File: src/rtl/quick_sort_range.sv
// quick_sort_range: in-place quick-sort of mem[lo..hi] over a 1-cycle-latency RAM, explicit stack, smaller partition first.
// Optional define QUICK_SORT_RANGE_SIGNED_EN: is_signed selects two's-complement comparison (otherwise unsigned).
module quick_sort_range #(
  parameter int MM = 256,
  parameter int MN = 32,
  parameter int MW = 8,
  parameter int SD = 8,
  parameter int SW = 3
) (
  input  logic          clk,
  input  logic          reset,
  input  logic          start,
  input  logic [MW-1:0] lo,
  input  logic [MW-1:0] hi,
  input  logic          descend,
  input  logic          is_signed,
  output logic          busy,
  output logic          done,
  output logic          error,
  output logic          MemWr,
  output logic [MW-1:0] MemWrAddr,
  output logic [MN-1:0] MemWrData,
  output logic          MemRd,
  output logic [MW-1:0] MemRdAddr,
  input  logic [MN-1:0] MemRdData
);

  localparam logic [MW-1:0] ONE     = {{(MW-1){1'b0}}, 1'b1};
  localparam logic [MW-1:0] TWO     = {{(MW-2){1'b0}}, 2'b10};
  localparam logic [SW:0]   SP_FULL = SD[SW:0];
  localparam logic [SW:0]   SP_ONE  = {{SW{1'b0}}, 1'b1};
  localparam int            unused_mm = MM;

  typedef enum logic [4:0] {
    S_IDLE, S_SETUP, S_RD_PIV, S_GET_PIV, S_RD_R, S_GET_R, S_CMP_R, S_WR_R1, S_WR_R2,
    S_RD_L, S_GET_L, S_CMP_L, S_WR_L1, S_WR_L2, S_SPLIT, S_POP, S_DONE
  } state_t;

  state_t          r_state, w_nxt;
  logic [MW-1:0]   r_i, r_j, r_l, r_r, w_i, w_j, w_l, w_r;
  logic [MN-1:0]   r_v, r_x, w_v, w_x;
  logic            r_desc, r_sgn, r_err, w_desc, w_sgn, w_err, w_sgn_in;
  logic [SW:0]     r_sp;
  logic            w_push, w_pop;
  logic [2*MW-1:0] w_push_val, w_top;
  logic [2*MW-1:0] r_stk [SD];
  logic [MW-1:0]   w_ip1, w_im1, w_jm1, w_lenl, w_lenr;
  logic            w_lv, w_rv;

  function automatic logic f_before(input logic [MN-1:0] a, input logic [MN-1:0] b,
                                    input logic desc, input logic sgn);
    logic signed [MN-1:0] sa, sb;
    logic lt, gt;
    sa = a;
    sb = b;
    lt = sgn ? (sa < sb) : (a < b);
    gt = sgn ? (sa > sb) : (a > b);
    return desc ? gt : lt;
  endfunction

`ifdef QUICK_SORT_RANGE_SIGNED_EN
  assign w_sgn_in = is_signed;
`else
  logic w_unused_sgn;
  assign w_unused_sgn = is_signed;
  assign w_sgn_in     = 1'b0;
`endif

  assign w_ip1  = r_i + ONE;
  assign w_im1  = r_i - ONE;
  assign w_jm1  = r_j - ONE;
  // Partition sizes taken before any +/-1 so p==0 or p==MM-1 cannot wrap.
  assign w_lenl = r_i - r_l;
  assign w_lenr = r_r - r_i;
  assign w_lv   = (w_lenl >= TWO);
  assign w_rv   = (w_lenr >= TWO);
  assign w_top  = r_stk[r_sp[SW-1:0] + {SW{1'b1}}];

  assign busy  = (r_state != S_IDLE);
  assign done  = (r_state == S_DONE);
  assign error = r_err;

  always_comb begin
    w_nxt = r_state;  w_i = r_i;  w_j = r_j;  w_l = r_l;  w_r = r_r;
    w_v = r_v;  w_x = r_x;  w_desc = r_desc;  w_sgn = r_sgn;  w_err = r_err;
    w_push = 1'b0;  w_pop = 1'b0;  w_push_val = '0;
    MemRd = 1'b0;  MemRdAddr = '0;  MemWr = 1'b0;  MemWrAddr = '0;  MemWrData = '0;
    case (r_state)
      S_IDLE: if (start) begin
        w_nxt = S_SETUP;  w_i = lo;  w_j = hi;
        w_desc = descend;  w_sgn = w_sgn_in;  w_err = 1'b0;
      end
      S_SETUP: if (r_j <= r_i) w_nxt = S_DONE;
               else begin w_l = r_i;  w_r = r_j;  w_nxt = S_RD_PIV; end
      S_RD_PIV:  begin MemRd = 1'b1;  MemRdAddr = r_i;  w_nxt = S_GET_PIV; end
      S_GET_PIV: begin w_v = MemRdData;  w_nxt = S_RD_R; end
      S_RD_R:    begin MemRd = 1'b1;  MemRdAddr = r_j;  w_nxt = S_GET_R; end
      S_GET_R:   begin w_x = MemRdData;  w_nxt = S_CMP_R; end
      S_CMP_R: if (f_before(r_v, r_x, r_desc, r_sgn)) begin
        w_j = w_jm1;
        w_nxt = (r_i == w_jm1) ? S_SPLIT : S_RD_R;
      end else w_nxt = S_WR_R1;
      S_WR_R1: begin MemWr = 1'b1;  MemWrAddr = r_i;  MemWrData = r_x;  w_nxt = S_WR_R2; end
      S_WR_R2: begin
        MemWr = 1'b1;  MemWrAddr = r_j;  MemWrData = r_v;  w_i = w_ip1;
        w_nxt = (w_ip1 == r_j) ? S_SPLIT : S_RD_L;
      end
      S_RD_L:  begin MemRd = 1'b1;  MemRdAddr = r_i;  w_nxt = S_GET_L; end
      S_GET_L: begin w_x = MemRdData;  w_nxt = S_CMP_L; end
      S_CMP_L: if (f_before(r_x, r_v, r_desc, r_sgn)) begin
        w_i = w_ip1;
        w_nxt = (w_ip1 == r_j) ? S_SPLIT : S_RD_L;
      end else w_nxt = S_WR_L1;
      S_WR_L1: begin MemWr = 1'b1;  MemWrAddr = r_j;  MemWrData = r_x;  w_nxt = S_WR_L2; end
      S_WR_L2: begin
        MemWr = 1'b1;  MemWrAddr = r_i;  MemWrData = r_v;  w_j = w_jm1;
        w_nxt = (w_jm1 == r_i) ? S_SPLIT : S_RD_R;
      end
      S_SPLIT: begin
        w_nxt = S_RD_PIV;
        if (w_lv && w_rv) begin
          if (r_sp == SP_FULL) begin
            w_err = 1'b1;  w_nxt = S_DONE;
          end else begin
            // Defer the larger side; equal sizes defer the right side.
            w_push = 1'b1;
            if (w_lenr >= w_lenl) begin w_push_val = {w_ip1, r_r};  w_r = w_im1; end
            else begin w_push_val = {r_l, w_im1};  w_l = w_ip1; end
          end
        end else if (w_lv) w_r = w_im1;
        else if (w_rv) w_l = w_ip1;
        else w_nxt = S_POP;
        w_i = w_l;
        w_j = w_r;
      end
      S_POP: if (r_sp == '0) w_nxt = S_DONE;
             else begin
               w_pop = 1'b1;  {w_l, w_r} = w_top;  w_i = w_top[2*MW-1:MW];
               w_j = w_top[MW-1:0];  w_nxt = S_RD_PIV;
             end
      S_DONE:  w_nxt = S_IDLE;
      default: w_nxt = S_IDLE;
    endcase
  end

  always_ff @(posedge clk) begin
    if (reset) begin
      r_state <= S_IDLE;
      r_err   <= 1'b0;
      r_sp    <= '0;
    end else begin
      r_state <= w_nxt;
      r_err   <= w_err;
      if (w_push)     r_sp <= r_sp + SP_ONE;
      else if (w_pop) r_sp <= r_sp - SP_ONE;
    end
  end

  always_ff @(posedge clk) begin
    r_i    <= w_i;
    r_j    <= w_j;
    r_l    <= w_l;
    r_r    <= w_r;
    r_v    <= w_v;
    r_x    <= w_x;
    r_desc <= w_desc;
    r_sgn  <= w_sgn;
    if (w_push) r_stk[r_sp[SW-1:0]] <= w_push_val;
  end

endmodule

File: config.mk
export PLATFORM = sky130hd
export DESIGN_NAME = quick_sort_range
export DESIGN_NICKNAME = d
export VERILOG_FILES = /design/src/rtl/quick_sort_range.sv
export SDC_FILE = /design/constraint.sdc
export NUM_CORES = 1
export LEC_CHECK = 0
export CELL_PAD_IN_SITES_DETAIL_PLACEMENT = 0
export CELL_PAD_IN_SITES_GLOBAL_PLACEMENT = 2
export CORE_AREA = 2 2 194 196
export DETAILED_ROUTE_END_ITERATION = 12
export DIE_AREA = 0 0 196 198
export GPL_TIMING_DRIVEN = 1
export PLACE_DENSITY_LB_ADDON = 0.25
export SYNTH_ARGS = -nofsm -noshare
export SYNTH_HDL_FRONTEND = slang
export SYNTH_SLANG_ARGS = --single-unit
export TNS_END_PERCENT = 5
File: constraint.sdc
create_clock -name clk -period 4.9 [get_ports clk]
set_input_delay 0.98 -clock clk [delete_from_list [all_inputs] [get_ports clk]]
set_output_delay 0.98 -clock clk [all_outputs]
set_load 0.02 [all_outputs]
# Yosys cells after proc, flatten, opt, wreduce, memory -nomap -nowiden
# Memories as Yosys holds them, arrays and structs flattened.
# Index checks and enable logic that the tools add are counted.
# totals
out_inout_bits	53
elab_cells	134
mem_count	1
rom_bits	0
ramBits	128
latch_bits	0
reg_bits	107
# op_classes
reduce_logical	22
shifts	0
n_mux	58
n_eq_ne	27
addsub	8
magnitude_cmp	8
n_mul	0
n_div	0
bitwise	0
# memory_table
name	depth	width	rd	rd_clocked_by_memory_dff	write_ports	line_no	text
r_stk	8	16	1	0	1	46	logic [2*MW-1:0] r_stk [SD];
# ops
operator	count
2-to-1 mux 8 bit	17
case mux 5 bit (16 select lines)	1
case mux 8 bit (5 select lines)	2
greater-than comparator 32 bit	2
less-than comparator 32 bit	2
2-to-1 mux 16 bit	4
case mux 32 bit (2 select lines)	1
case mux 8 bit (3 select lines)	2
== test 5 x 4 -> 1 bit, second input constant	8
case mux 8 bit (2 select lines)	2
2-to-1 mux 4 bit	7
2-to-1 mux 5 bit	5
== test 8 bit	3
== test 5 x 3 -> 1 bit, second input constant	4
greater-or-equal comparator 8 x 2 -> 1 bit, second input constant	2
subtractor 8 x 1 -> 8 bit, second input constant	2
subtractor 8 bit	2
nonzero test 5 bit	3
2-to-1 mux 1 bit	14
inequality test 2 bit, second input constant	7
AND reduction 4 bit	3
OR reduction 2 bit	6
== test 5 x 2 -> 1 bit, second input constant	2
adder 8 x 1 -> 8 bit, second input constant	1
19 further kinds	21

# Longest topological paths before layout
# Gate-level depths: netlist (run 1).
# depth
depth_word	7
ltp_mapped	20

# Least setup slack after synthesis (run 1)
# OpenSTA, ideal clock, no wires.
# synth_timing
kind	register -> register
startpoint	register r_i[3]
endpoint	memory r_stk[0][0] (netlist name), enable pin
path_stages_with_launch	12
arrival_ns	4.284
slack_ns	0.186
t_required_ns	4.470
cell_sequence	edfxtp_1 > buf_1 > inv_1 > ha_1 > a21o_2 > a211o_1 > xor2_1 > or4b_4 > buf_6 > nand3_1 > buf_2 > nor4_1
# synth_via
elab_chain_len	7
word_cells_on_any_way	9
classes_between	2 x add/sub; 2 x order compare; 4 x mux; 1 x reduce/logical
# synth_lines
element	line_no	text
start: declaration	40	logic [MW-1:0] r_i, r_j, r_l, r_r, w_i, w_j, w_l, w_r;
start signal: assignment	160	r_i <= w_i;
subtractor 8 bit (on tied branches)	73, 74	
greater-or-equal comparator 8 x 2 -> 1 bit (on tied branches)	75, 76	
logical AND 1 bit *	121	if (w_lv && w_rv) begin
2-to-1 mux 1 bit *	121	
2-to-1 mux 1 bit *	88	case (r_state)
2-to-1 mux 1 bit *	168	if (w_push) r_stk[r_sp[SW-1:0]] <= w_push_val;
2-to-1 mux 1 bit (implied by the code) *	168	
end: declaration	46	
# Mark *: on every way between the ends. The rest lies on a longest branch, timed or not.

# Final worst setup path (run 1)
# layout_timing
startpoint	register r_i[0]
endpoint	register r_i[4] (data pin)
# layout_via
elab_chain_len	6
word_cells_on_any_way	14
classes_between	3 x add/sub; 3 x order compare; 7 x mux; 1 x reduce/logical
# layout_lines
element	line_no
subtractor 8 bit (on tied branches)	74, 73
greater-or-equal comparator 8 x 2 -> 1 bit / greater-or-equal comparator 8 bit (equally long branches)	76, 127
2-to-1 mux 8 bit (on tied branches)	131, 127
2-to-1 mux 8 bit (on tied branches)	130, 122
2-to-1 mux 8 bit	121
case mux 8 bit (5 select lines) *	88
named net w_i[4]	40
# Mark *: on every way through the listed nets, which the timed path passes. The rest lies on a longest branch. The select of a mux whose other input is x is not followed.
# A chain may end at the register's enable or synchronous reset.

==> results of run 1 <==
-- worst reg2reg max path, cell delays in order (launching register included) --
cell	delay (ns)
edfxtp_1	0.41
inv_1	0.18
ha_1	0.21
inv_1	0.06
fa_1	0.43
a21o_1	0.20
a21oi_1	0.17
xnor2_1	0.17
inv_1	0.07
ha_1	0.26
o21ai_0	0.10
nor2_1	0.09
a211oi_2	0.32
nand3_1	0.20
a311oi_2	0.37
a21oi_1	0.26
a211oi_1	0.31
nor2_1	0.09
or3_1	0.37
-- layout make-up --
| class | count | area [µm²] |
|---|---|---|
| inverters | 65 | 244 |
| flip-flops and latches | 235 | 6960 |
| fillers | 3522 | 21500 |
| well taps | 474 | 593 |
| repair buffers | 160 | 1460 |
| clock buffers | 33 | 698 |
| clock inverters | 14 | 129 |
| multi-input cells | 694 | 5380 |
-- placed cells by master, fill, tap and decap left out, drive strengths merged, types with 20 or more instances in the layout --
| cell type | n |
|---|---|
| edfxtp | 225 |
| mux4 | 32 |
| a21oi | 54 |
| nor2 | 76 |
| a211oi | 26 |
| nor3 | 20 |
| nand3 | 36 |
| nand2 | 81 |
| xnor2 | 38 |
| a22o | 48 |
| o21ai | 30 |
| ha | 66 |
| buf | 56 |
| clkdlybuf4s50 | 104 |
| inv | 66 |
| clkbuf | 33 |
-- how the worst max path moves through the flow --
stage,startpoint,to,slack [ns],cells after the start
after floorplan,r_i[3]$_DFFE_PP_,r_stk[0][0]$_DFFE_PP_,0.19,11
after CTS,r_i[0]$_DFFE_PP_,r_i[2]$_DFFE_PP_,0.25,18
after global routing,r_i[0]$_DFFE_PP_,r_i[4]$_DFFE_PP_,0.02,18
after detailed placement,r_i[0]$_DFFE_PP_,r_i[2]$_DFFE_PP_,0.28,18
after global placement,r_i[0]$_DFFE_PP_,r_i[2]$_DFFE_PP_,0.31,18
final,r_i[0]$_DFFE_PP_,r_i[4]$_DFFE_PP_,0.38,18
-- what timing repair did --
| item | in CTS | in global routing |
|---|---|---|
| resized for setup | 0 | 1 |
| buffers inserted | 0 | 0 |
| setup endpoints to repair | 0 | 12 |
-- state kept, by name, indices dropped and copies added, names as in the netlist --
name	flops
r_stk	128
r_j	8
r_l	8
r_state	5
r_v	32
error	1
r_sp	4
r_desc	1
r_r	8
r_x	32
r_i	8
-- routing by layer --
metal  global-route usage [%]  up-vias  wire, µm
met5                        0        -         0
met1                     25.6     4320     16500
li1                         -     4271         -
met3                     2.01       42      1680
met4                     6.00        0       892
met2                     31.1      220     16800
-- metrics by stage --
| step | power (µW) | cell area (µm²) | utilization, % | setup slack, ns |
|---|---|---|---|---|
| final | 6280 | 15500 | 41.8 | 0.380 |
| after global routing | 6660 | 15500 | 41.8 | 0.0214 |
| after CTS | 6330 | 15500 | 41.8 | 0.250 |
| after detailed placement | 4390 | 14600 | 39.6 | 0.284 |
| after global placement | 4390 | 14600 | 39.6 | 0.306 |
| after floorplan | 3790 | 12800 | - | 0.186 |
-- logic make-up (layout without fill, tap and decap cells) --
kind of cell               Yosys count  in the layout
AOI/OAI and AO/OA                  234            234
xor gates and xnor gates            53             53
DFF                                235            235
buffers and inverters              118            272
and+or+nand+nor                    298            298
adders and majority gates           69             69
muxes                               40             40
-- power groups by stage --
stage / clock (µW) / sequential [µW] / combinational [µW]
global placement: 0 / 2420 / 1970
floorplan: 0 / 2370 / 1430
detailed placement: 0 / 2420 / 1970
global route: 2040 / 2390 / 2220
finish: 1900 / 2380 / 2000
CTS: 1970 / 2380 / 1980
==> run metrics, run 1 <==
slowest CP cell fa_1; Die H 198 µm; top post-synthesis cells by area edfxtp_1 53%, ha_1 6.5%, mux4_2 5.7%; CP top delay family compound AO/OA/AOI/OAI gates; Detail Placement HPWL 24,900 µm; post-layout minimum cycle time 4.52 ns; Post-route DRC 0; final count of hold timing violations 0; first-pass GRT wire length 55,100 µm; Critical Path Source Type register; Clock Latency Late Sink 0.54 ns; Post-Syn Area 12,800 µm²; Setup Viol. Count Final 0; fraction of layout instances using a drive strength above 1 13.7%; Critical path buffers and inverters 3; ys flop type edfxtp_1; Top Ports 106; Synth top cells by count 225 x edfxtp_1, 80 x nand2_1, 76 x nor2_1, 66 x ha_1, 65 x inv_1; most frequent CP cell inv_1; hold slack 0.465 ns; Flop pwr share 37.9%; outcome completed; post-synthesis mux area share 6.30%; die outline area 38,800 µm²; biggest cell delay along the critical path 0.43 ns; Clock Skew 0.0106 ns; CP arrival 4.80 ns; vias per std cell 5.29; worst hold stages 2; CP Cell Sequence inv_1, ha_1, inv_1, fa_1, a21o_1, a21oi_1, xnor2_1, inv_1, ha_1, o21ai_0, nor2_1, a211oi_2, nand3_1, a311oi_2, a21oi_1, a211oi_1, nor2_1, or3_1; antenna cell count 0; initial DRC count 552; worst r2r src r_i[0]$_DFFE_PP_; peak supply drop 0.000362 V; final wirelength 35,800 µm; Area Growth Syn to Fin 21.2%; setup TNS 0 ns; period utilisation layout 92.2%; # nets final 1,305; Initial Util 34.5%; Worst EP required 5.18 ns; RSZ-0062 raised after global routing false; Syn Area/Cell 12.2 µm²; drt wl/cell 21.4 µm; leakage 0.00577 µW; PD cells 406 nW/µm²; maximum root-to-sink buffer count 3; final cell count without fillers 1,675; cell count after placement 1,628; max-cap violations 0; CTS sink count 235; hold-fix buffer count after cts 0; Vias 8,853; sequential area share after synthesis 54.5%; CP Class register to register; Gate power share 31.8%; worst hold start error$_SDFFE_PP0P_; Setup crit end kind register; Worst R2R Path Depth 18; switching share of power 34.0%; Post-Synth XOR/XNOR Area 3.70%; Rows 71; setup slack, reg-to-reg 0.38 ns; synth unique cells 73; GRT Util Overall 18.7%; largest net degree at the start of global routing 39; Clock power frac 30.2%; Clock Tree Root clkbuf_16; Yosys reg bits 235; Synth Area in Compound Gates 13.3%; antenna violations before repair 0; drt pass-1 iters 5; worst slew pin tran 1.10 ns; die width 196 µm; switching power 2140 µW; slew margin rel. 26.3%; Gate Count Post-Synth 1,047; buffers added on ports 104; largest area contributor in the synthesized netlist edfxtp_1; CORE AREA 37,000 µm²; most common cell in the synthesized netlist edfxtp_1; TritonCTS clock tree built; largest family of logic cells by synthesized area compound AO/OA/AOI/OAI gates; vias in the first global route 9,025; Yosys warning total 0; TritonCTS Buffers 27; Max Fanout on Critical Path 6; FMAX 221 MHz; FF-to-FF End r_i[4]$_DFFE_PP_; ys async rst share 0%; Final ANT Viol Nets 0; max-slew violations 0; post-synthesis simple-gate area fraction 11.5%; grt ovf 0; area share of the largest cell type after synthesis 53.0%; WHS Endpoint error$_SDFFE_PP0P_; Placer Congestion 0.847; Post-synth EDFFs 225; H-tree depth 1; syn_nets 1,169; HP Class register to register; CTS clk-pin slew, worst paths 0.06 ns; Adder-Cell Fraction of Synth Area 6.95%; internal power 4140 µW
(Power assumes the default switching activity.)
==> inputs of run 2 (changes only) <==
--- a/config.mk
+++ b/config.mk
@@ -5,11 +5,12 @@
 export SDC_FILE = /design/constraint.sdc
 export NUM_CORES = 1
 export LEC_CHECK = 0
+export CAP_MARGIN = 20
 export CELL_PAD_IN_SITES_DETAIL_PLACEMENT = 0
 export CELL_PAD_IN_SITES_GLOBAL_PLACEMENT = 2
-export CORE_AREA = 2 2 194 196
+export CORE_AREA = 3 3 195 197
 export DETAILED_ROUTE_END_ITERATION = 12
-export DIE_AREA = 0 0 196 198
+export DIE_AREA = 0 0 198 200
 export GPL_TIMING_DRIVEN = 1
 export PLACE_DENSITY_LB_ADDON = 0.25
 export SYNTH_ARGS = -nofsm -noshare
==> run 2 against run 1 <==
Combinational power is essentially flat. Via count grew 0.64%. Design area up 0.41%. Critical path depth unchanged. Critical path type unchanged. Largest cell class unchanged.
==> run metrics, run 2 (synthesis gave the netlist of run 1 again) <==
CTS sink count 235 (unchanged); commonest non-fill, non-tap cell in the layout edfxtp_1; Die H 200 µm (+1.0%); TritonCTS clock tree built; Max Fanout on Critical Path 5 (-1); Detail Placement HPWL 25,200 µm (+1.3%); Vias 8,910 (+0.64%); most frequent cells in the layout 225 x edfxtp_1, 104 x clkdlybuf4s50_1, 80 x nand2_1; Setup Viol. Count Final 0 (unchanged); largest net degree at the start of global routing 39 (unchanged); Multi-input gate area 5370 µm² (-0.14%); Worst EP required 5.19 ns (about the same); most frequent CP cell inv_1; CP Cell Sequence inv_1, ha_1, inv_1, fa_1, a21o_1, a21oi_1, xnor2_1, inv_1, ha_1, o21ai_0, nor2_1, a211oi_1, nand3_1, a311oi_2, a21oi_1, a211oi_1, nor2_1, or3_1; period utilisation layout 93.5% (+1.3 points); die width 198 µm (+1.0%); max-cap violations 0 (unchanged); maximum root-to-sink buffer count 3 (unchanged); post-CTS sizing 0 (unchanged); setup slack after layout 0.319 ns (-0.0616 ns); first-pass GRT wire length 55,700 µm (+1.2%); max-slew violations 0 (unchanged); final wirelength 36,000 µm (+0.41%); Post-route DRC 0 (unchanged); initial DRC count 524 (-5.1%); slowest CP cell a211oi_1; Setup Buffers After CTS 0 (unchanged); buffers added on ports 104 (unchanged); fraction of layout instances using a drive strength above 1 14.3% (+0.64 points); CTS clk-pin slew, worst paths 0.07 ns (about the same); hold-fix buffer count after cts 0 (unchanged); Critical Path Source Type register; Top Ports 106 (unchanged); pre-CTS setup slack 0.269 ns (-0.0149 ns); grt ovf 0 (unchanged); hold slack 0.459 ns (-0.00614 ns); antenna violations before repair 0 (unchanged); Rows 70 (-1.4%); max reg flops 128 (unchanged); final count of hold timing violations 0 (unchanged); Critical path buffers and inverters 3 (unchanged); Fillers 3,446 (-2.2%); Placer Congestion 0.835 (-1.4%); antenna cell count 0 (unchanged); setup TNS 0 ns (unchanged); CP top delay family compound AO/OA/AOI/OAI gates; Core Util, Final 42.6% (+0.77 points); post-layout minimum cycle time 4.58 ns (+0.0616 ns); vias in the first global route 8,980 (-0.50%); die outline area 39,600 µm² (+2.0%); FMAX 218 MHz (-1.3%); GRT Util Overall 18.3% (-0.39 points); PD cells 412 nW/µm² (+1.4%); drt wl/cell 21.5 µm (+0.65%); FF/Latch Area 6960 µm² (unchanged); Area Growth Syn to Fin 21.7%; biggest cell delay along the critical path 0.43 ns (about the same); Clock Skew 0.0114 ns (+0.000740 ns); CORE AREA 36,400 µm² (-1.4%); outcome completed; HP Class register to register; setup slack, reg-to-reg 0.32 ns (-0.06 ns); CP Class register to register; slew margin rel. 32.3% (+5.9 points); # nets final 1,305 (unchanged); RSZ-0062 raised after global routing false; drt pass-1 iters 4 (-1); Final ANT Viol Nets 0 (unchanged); H-tree depth 1 (unchanged); peak supply drop 0.000317 V (-12%); Clock Latency Late Sink 0.55 ns (about the same); Placed Area 14,600 µm² (about the same); vias per std cell 5.33 (+0.88%); TritonCTS Buffers 26 (-3.7%); worst slew pin tran 1.01 ns (-0.0841 ns); Clock Tree Root clkbuf_16; leakage 0.00581 µW (+0.72%); CP arrival 4.87 ns (+0.07 ns); fin area 15,500 µm² (+0.41%); Initial Util 35.0% (+0.49 points); Setup crit end kind register
-- run 2: cell types whose count changed in the layout (fill, tap and decap cells not counted), sizes merged --
cell and delta:
clkbuf -7, buf +1, clkinvlp +2, clkinv +4, bufinv +2
-- run 2: power by group --
part / leakage, µW / switching [µW] / internal (µW) / total, µW
logic: 0.00314 / 1230 / 754 / 1980
registers: 0.00223 / 114 / 2280 / 2390
clock network: 0.000440 / 828 / 1190 / 2020
total: 0.00581 / 2170 / 4230 / 6390
-- run 2: path summary, 6_finish.rpt --
kind,startpoint,to,cells past startpoint
max,r_i[0]$_DFFE_PP_,r_i[5]$_DFFE_PP_,18
min,error$_SDFFE_PP0P_,error$_SDFFE_PP0P_,2
max reg2reg,r_i[0]$_DFFE_PP_,r_i[5]$_DFFE_PP_,18
min reg2reg,error$_SDFFE_PP0P_,error$_SDFFE_PP0P_,2
-- run 2: cell type report --
cell class                 count  area share, %
tap                          468           3.77
sequential                   235           44.8
inverter                      65           1.57
clock inverter                22           1.60
timing repair buffer         161           9.46
multi-input combinational    694           34.6
clock buffer                  26           4.19
-- run 2: tightest hold or removal path, stage by stage, from the launching register on --
cell      delay (ns)
dfxtp_1         0.31
inv_1           0.05
a211oi_1        0.05
-- run 2: metal layers --
layer | global-route usage [%] | up-vias | share of wire [%]
met1 | 26.0 | 4390 | 47
met2 | 29.8 | 193 | 46
met5 | 0 | - | 0
met4 | 5.64 | 0 | 3.2
met3 | 1.95 | 59 | 3.8
li1 | - | 4268 | -
-- run 2: metrics by stage --
stage | std cells | total power (µW)
floorplan | 1047 | 3790
global placement | 1623 | 4410
detailed placement | 1623 | 4410
CTS | 1671 | 6460
global route | 1671 | 6770
finish | 1671 | 6390
==> inputs of run 3 (changes only) <==
--- a/config.mk
+++ b/config.mk
@@ -5,12 +5,14 @@
 export SDC_FILE = /design/constraint.sdc
 export NUM_CORES = 1
 export LEC_CHECK = 0
+export ABC_AREA = 1
 export CAP_MARGIN = 20
 export CELL_PAD_IN_SITES_DETAIL_PLACEMENT = 0
 export CELL_PAD_IN_SITES_GLOBAL_PLACEMENT = 2
-export CORE_AREA = 3 3 195 197
+export CORE_AREA = 3 3 201 203
+export CTS_CLUSTER_SIZE = 10
 export DETAILED_ROUTE_END_ITERATION = 12
-export DIE_AREA = 0 0 198 200
+export DIE_AREA = 0 0 204 206
 export GPL_TIMING_DRIVEN = 1
 export PLACE_DENSITY_LB_ADDON = 0.25
 export SYNTH_ARGS = -nofsm -noshare
==> run 3 against run 2 <==
Via count rose by 19%. Die area increased by 6.1%. Total power rose by 38%. Count of clock-buffer cells in the layout is 12 higher. Area after synthesis up 3.3%. Clock power down 7%. Global-route usage up 0.71 points. Flip-flop and latch count did not move. First-iteration DRC count rose by 47%. Fmax up 8.8%.
==> run metrics, run 3 <==
PD cells 560 nW/µm² (+36%); CP Class register to register; vias in the first global route 10,176 (+13%); first-pass GRT wire length 61,100 µm (+9.7%); most frequent CP cell inv_1; sequential area share after synthesis 52.8% (-1.7 points); vias per std cell 5.18 (-2.9%); Critical Path Source Type register; most common cell in the synthesized netlist edfxtp_1; Placer Congestion 0.855 (+2.4%); met3 Usage GRT 3.18% (+1.2 points); Final ANT Viol Nets 0 (unchanged); final count of hold timing violations 0 (unchanged); Post-synth EDFFs 225 (unchanged); Setup Viol. Count Final 0 (unchanged); final wirelength 40,500 µm (+13%); Critical path buffers and inverters 4 (+1); HP Class register to register; Worst R2R Path Depth 14 (-4); Clock Latency Late Sink 0.56 ns (about the same); worst hold start error$_SDFFE_PP0P_; Syn Area/Cell 9.42 µm² (-23%); Stages on worst setup path 14 (-4); TritonCTS clock tree built; worst hold stages 2 (unchanged); CP arrival 4.44 ns (-0.43 ns); busiest layer in global routing met2; post-layout minimum cycle time 4.21 ns (-0.372 ns); Setup crit end kind register; slew margin rel. 25.5% (-6.8 points); die width 204 µm (+3.0%); top post-synthesis cells by area edfxtp_1 51%, ha_1 6.3%, o21ai_0 6.2%; met1 usage 27.3% (+1.2 points); max-cap violations 0 (unchanged); H-tree depth 1 (unchanged); Post-Syn Area 13,200 µm² (+3.3%); CP Cell Sequence inv_1, ha_1, fa_1, inv_1, nand4_1, o211ai_1, xor2_1, inv_1, ha_1, a21oi_2, nand3_4, inv_2, nand2_1, a21oi_1; max-slew violations 0 (unchanged); hold-fix buffer count after cts 0 (unchanged); FF-to-FF End r_stk[0][7]$_DFFE_PP_; worst r2r src r_r[0]$_DFFE_PP_; area share of the largest cell type after synthesis 51.3% (-1.7 points); Top Ports 106 (unchanged); Fillers 3,826 (+11%); biggest cell delay along the critical path 0.60 ns (+0.17 ns); Setup Buffers After CTS 0 (unchanged); Yosys reg bits 235 (unchanged); largest area contributor in the synthesized netlist edfxtp_1; # nets final 1,639 (+26%); pre-CTS setup slack 0.776 ns (+0.507 ns); CTS sink count 235 (unchanged); Detail Placement HPWL 28,500 µm (+13%); most frequent cells in the layout 225 x edfxtp_1, 199 x nand2_1, 163 x o21ai_0; die outline area 42,000 µm² (+6.1%); worst slew pin tran 1.12 ns (+0.105 ns); Worst EP required 5.13 ns (-0.06 ns); buffers added on ports 104 (unchanged); Max Fanout on Critical Path 12 (+7); Synth top cells by count 225 x edfxtp_1, 199 x nand2_1, 165 x nor2_1, 164 x o21ai_0, 136 x inv_1; ys flop type edfxtp_1; setup TNS 0 ns (unchanged); CORE AREA 38,600 µm² (+6.1%); CTS clk-pin slew, worst paths 0.06 ns (about the same); setup slack after layout 0.691 ns (+0.372 ns); crit path from r_r[0]$_DFFE_PP_; FMAX 238 MHz (+8.8%); largest net degree at the start of global routing 68 (+74%); peak supply drop 0.000433 V (+37%); TritonCTS Buffers 28 (+7.7%); CP top delay family compound AO/OA/AOI/OAI gates; WHS Endpoint error$_SDFFE_PP0P_; synth unique cells 48 (-34%); Clock Skew 0.0214 ns (+0.0101 ns); max reg flops 128 (unchanged); drt wl/cell 19.8 µm (-7.9%); post-CTS sizing 0 (unchanged); Gate Count Post-Synth 1,398 (+34%); maximum root-to-sink buffer count 3 (unchanged); RSZ-0062 raised after global routing false; Vias 10,597 (+19%); initial DRC count 769 (+47%); grt ovf 0 (unchanged); setup slack, reg-to-reg 0.69 ns (+0.37 ns); drt pass-1 iters 5 (+1); commonest non-fill, non-tap cell in the layout edfxtp_1; Area Growth Syn to Fin 19.8%; outcome completed; Post-route DRC 0 (unchanged); slowest CP cell a21oi_1; period utilisation layout 85.9% (-7.6 points); Die H 206 µm (+3.0%); GRT Util Overall 19.0% (+0.71 points); ys async rst share 0% (unchanged); GR met2 Demand/Resource 29.6% (-0.21 points); Rows 72 (+2.9%); antenna violations before repair 2 (+2); Clock Tree Root clkbuf_16; Initial Util 34.1% (-0.93 points); Yosys warning total 0 (unchanged); leakage 0.00627 µW (+7.9%); syn_nets 1,520 (+30%); fraction of layout instances using a drive strength above 1 7.86% (-6.4 points)
==> run 3: cell types whose count changed in the layout (fill, tap and decap cells not counted), moves of 20 or more <==
cell and change:
mux4_2 -32, nand3_1 +67, inv_1 +71, buf_4 -23
a211oi_1 -20, xnor2_1 -30, nor2_1 +85, o22ai_1 +28
o21ai_0 +137, a22o_1 -48, nand2_1 +119
==> run 3: routing by layer <==
metal,routed length [µm],share of wire [%],vias up
met3,2500,6.2,63
met1,18900,47,5079
met5,0,0,-
met2,18000,44,290
li1,-,-,5165
met4,1120,2.8,0
==> run 3: worst register-to-register path, delay by kind of cell, from the launching register on <==
kind / cells / cell delay (ns)
compound gates: 3 / 1.19
xor+xnor: 1 / 0.27
fa+ha+maj: 3 / 0.87
buf+inv: 4 / 0.68
flops: 1 / 0.49
simple gates: 3 / 0.38
==> run 3: area by class of cell <==
| class | count | area, µm² | area share (%) |
|---|---|---|---|
| multi-input combinational | 961 | 5470 | 34.7 |
| timing repair buffer | 140 | 1340 | 8.47 |
| sequential | 235 | 6960 | 44.1 |
| inverter | 151 | 568 | 3.60 |
| clock inverter | 2 | 33.8 | 0.214 |
| clock buffer | 38 | 759 | 4.82 |
| tap | 518 | 648 | 4.11 |
| antenna | 1 | 2.50 | 0.0159 |
==> run 3: cell families after synthesis <==
family                     count (synthesis)  share of synthesized area, %
buffers and inverters                    202                          6.16
AOI/OAI and AO/OA                        320                          13.6
DFF                                      235                          52.8
adders and majority gates                 69                          6.73
muxes                                      1                        0.0855
xor gates and xnor gates                  28                          1.97
and+or+nand+nor                          543                          18.6
==> run 3: stage by stage <==
| step | cell area, µm² | hold slack (ns) | util (%) | cells | total power (µW) |
|---|---|---|---|---|---|
| 6_report | 15800 | 0.479 | 40.8 | 2046 | 8820 |
| 3_3_place_gp | 15000 | 0.463 | 38.7 | 2004 | 6950 |
| 3_5_place_dp | 15000 | 0.476 | 38.7 | 2004 | 6950 |
| 2_1_floorplan | 13200 | 0.511 | - | 1398 | 5900 |
| 5_1_grt | 15800 | 0.512 | 40.8 | 2046 | 9530 |
| 4_1_cts | 15700 | 0.484 | 40.8 | 2044 | 8860 |
==> run 3: worst max path at each step <==
stage / end / slack (ns)
final: r_stk[0][7]$_DFFE_PP_ / 0.69
after global routing: r_stk[0][7]$_DFFE_PP_ / 0.46
after CTS: r_stk[0][7]$_DFFE_PP_ / 0.71
after detailed placement: r_stk[0][7]$_DFFE_PP_ / 0.78
after global placement: r_stk[0][7]$_DFFE_PP_ / 0.82
after floorplan: r_stk[4][0]$_DFFE_PP_ / 1.01
==> run 3: where the power goes <==
part / internal, µW / total, µW / switching, µW / leakage (µW)
combinational: 1390 / 4330 / 2940 / 0.00364
clock: 1110 / 1870 / 762 / 0.000384
sequential: 2410 / 2620 / 214 / 0.00224
total: 4910 / 8820 / 3910 / 0.00627
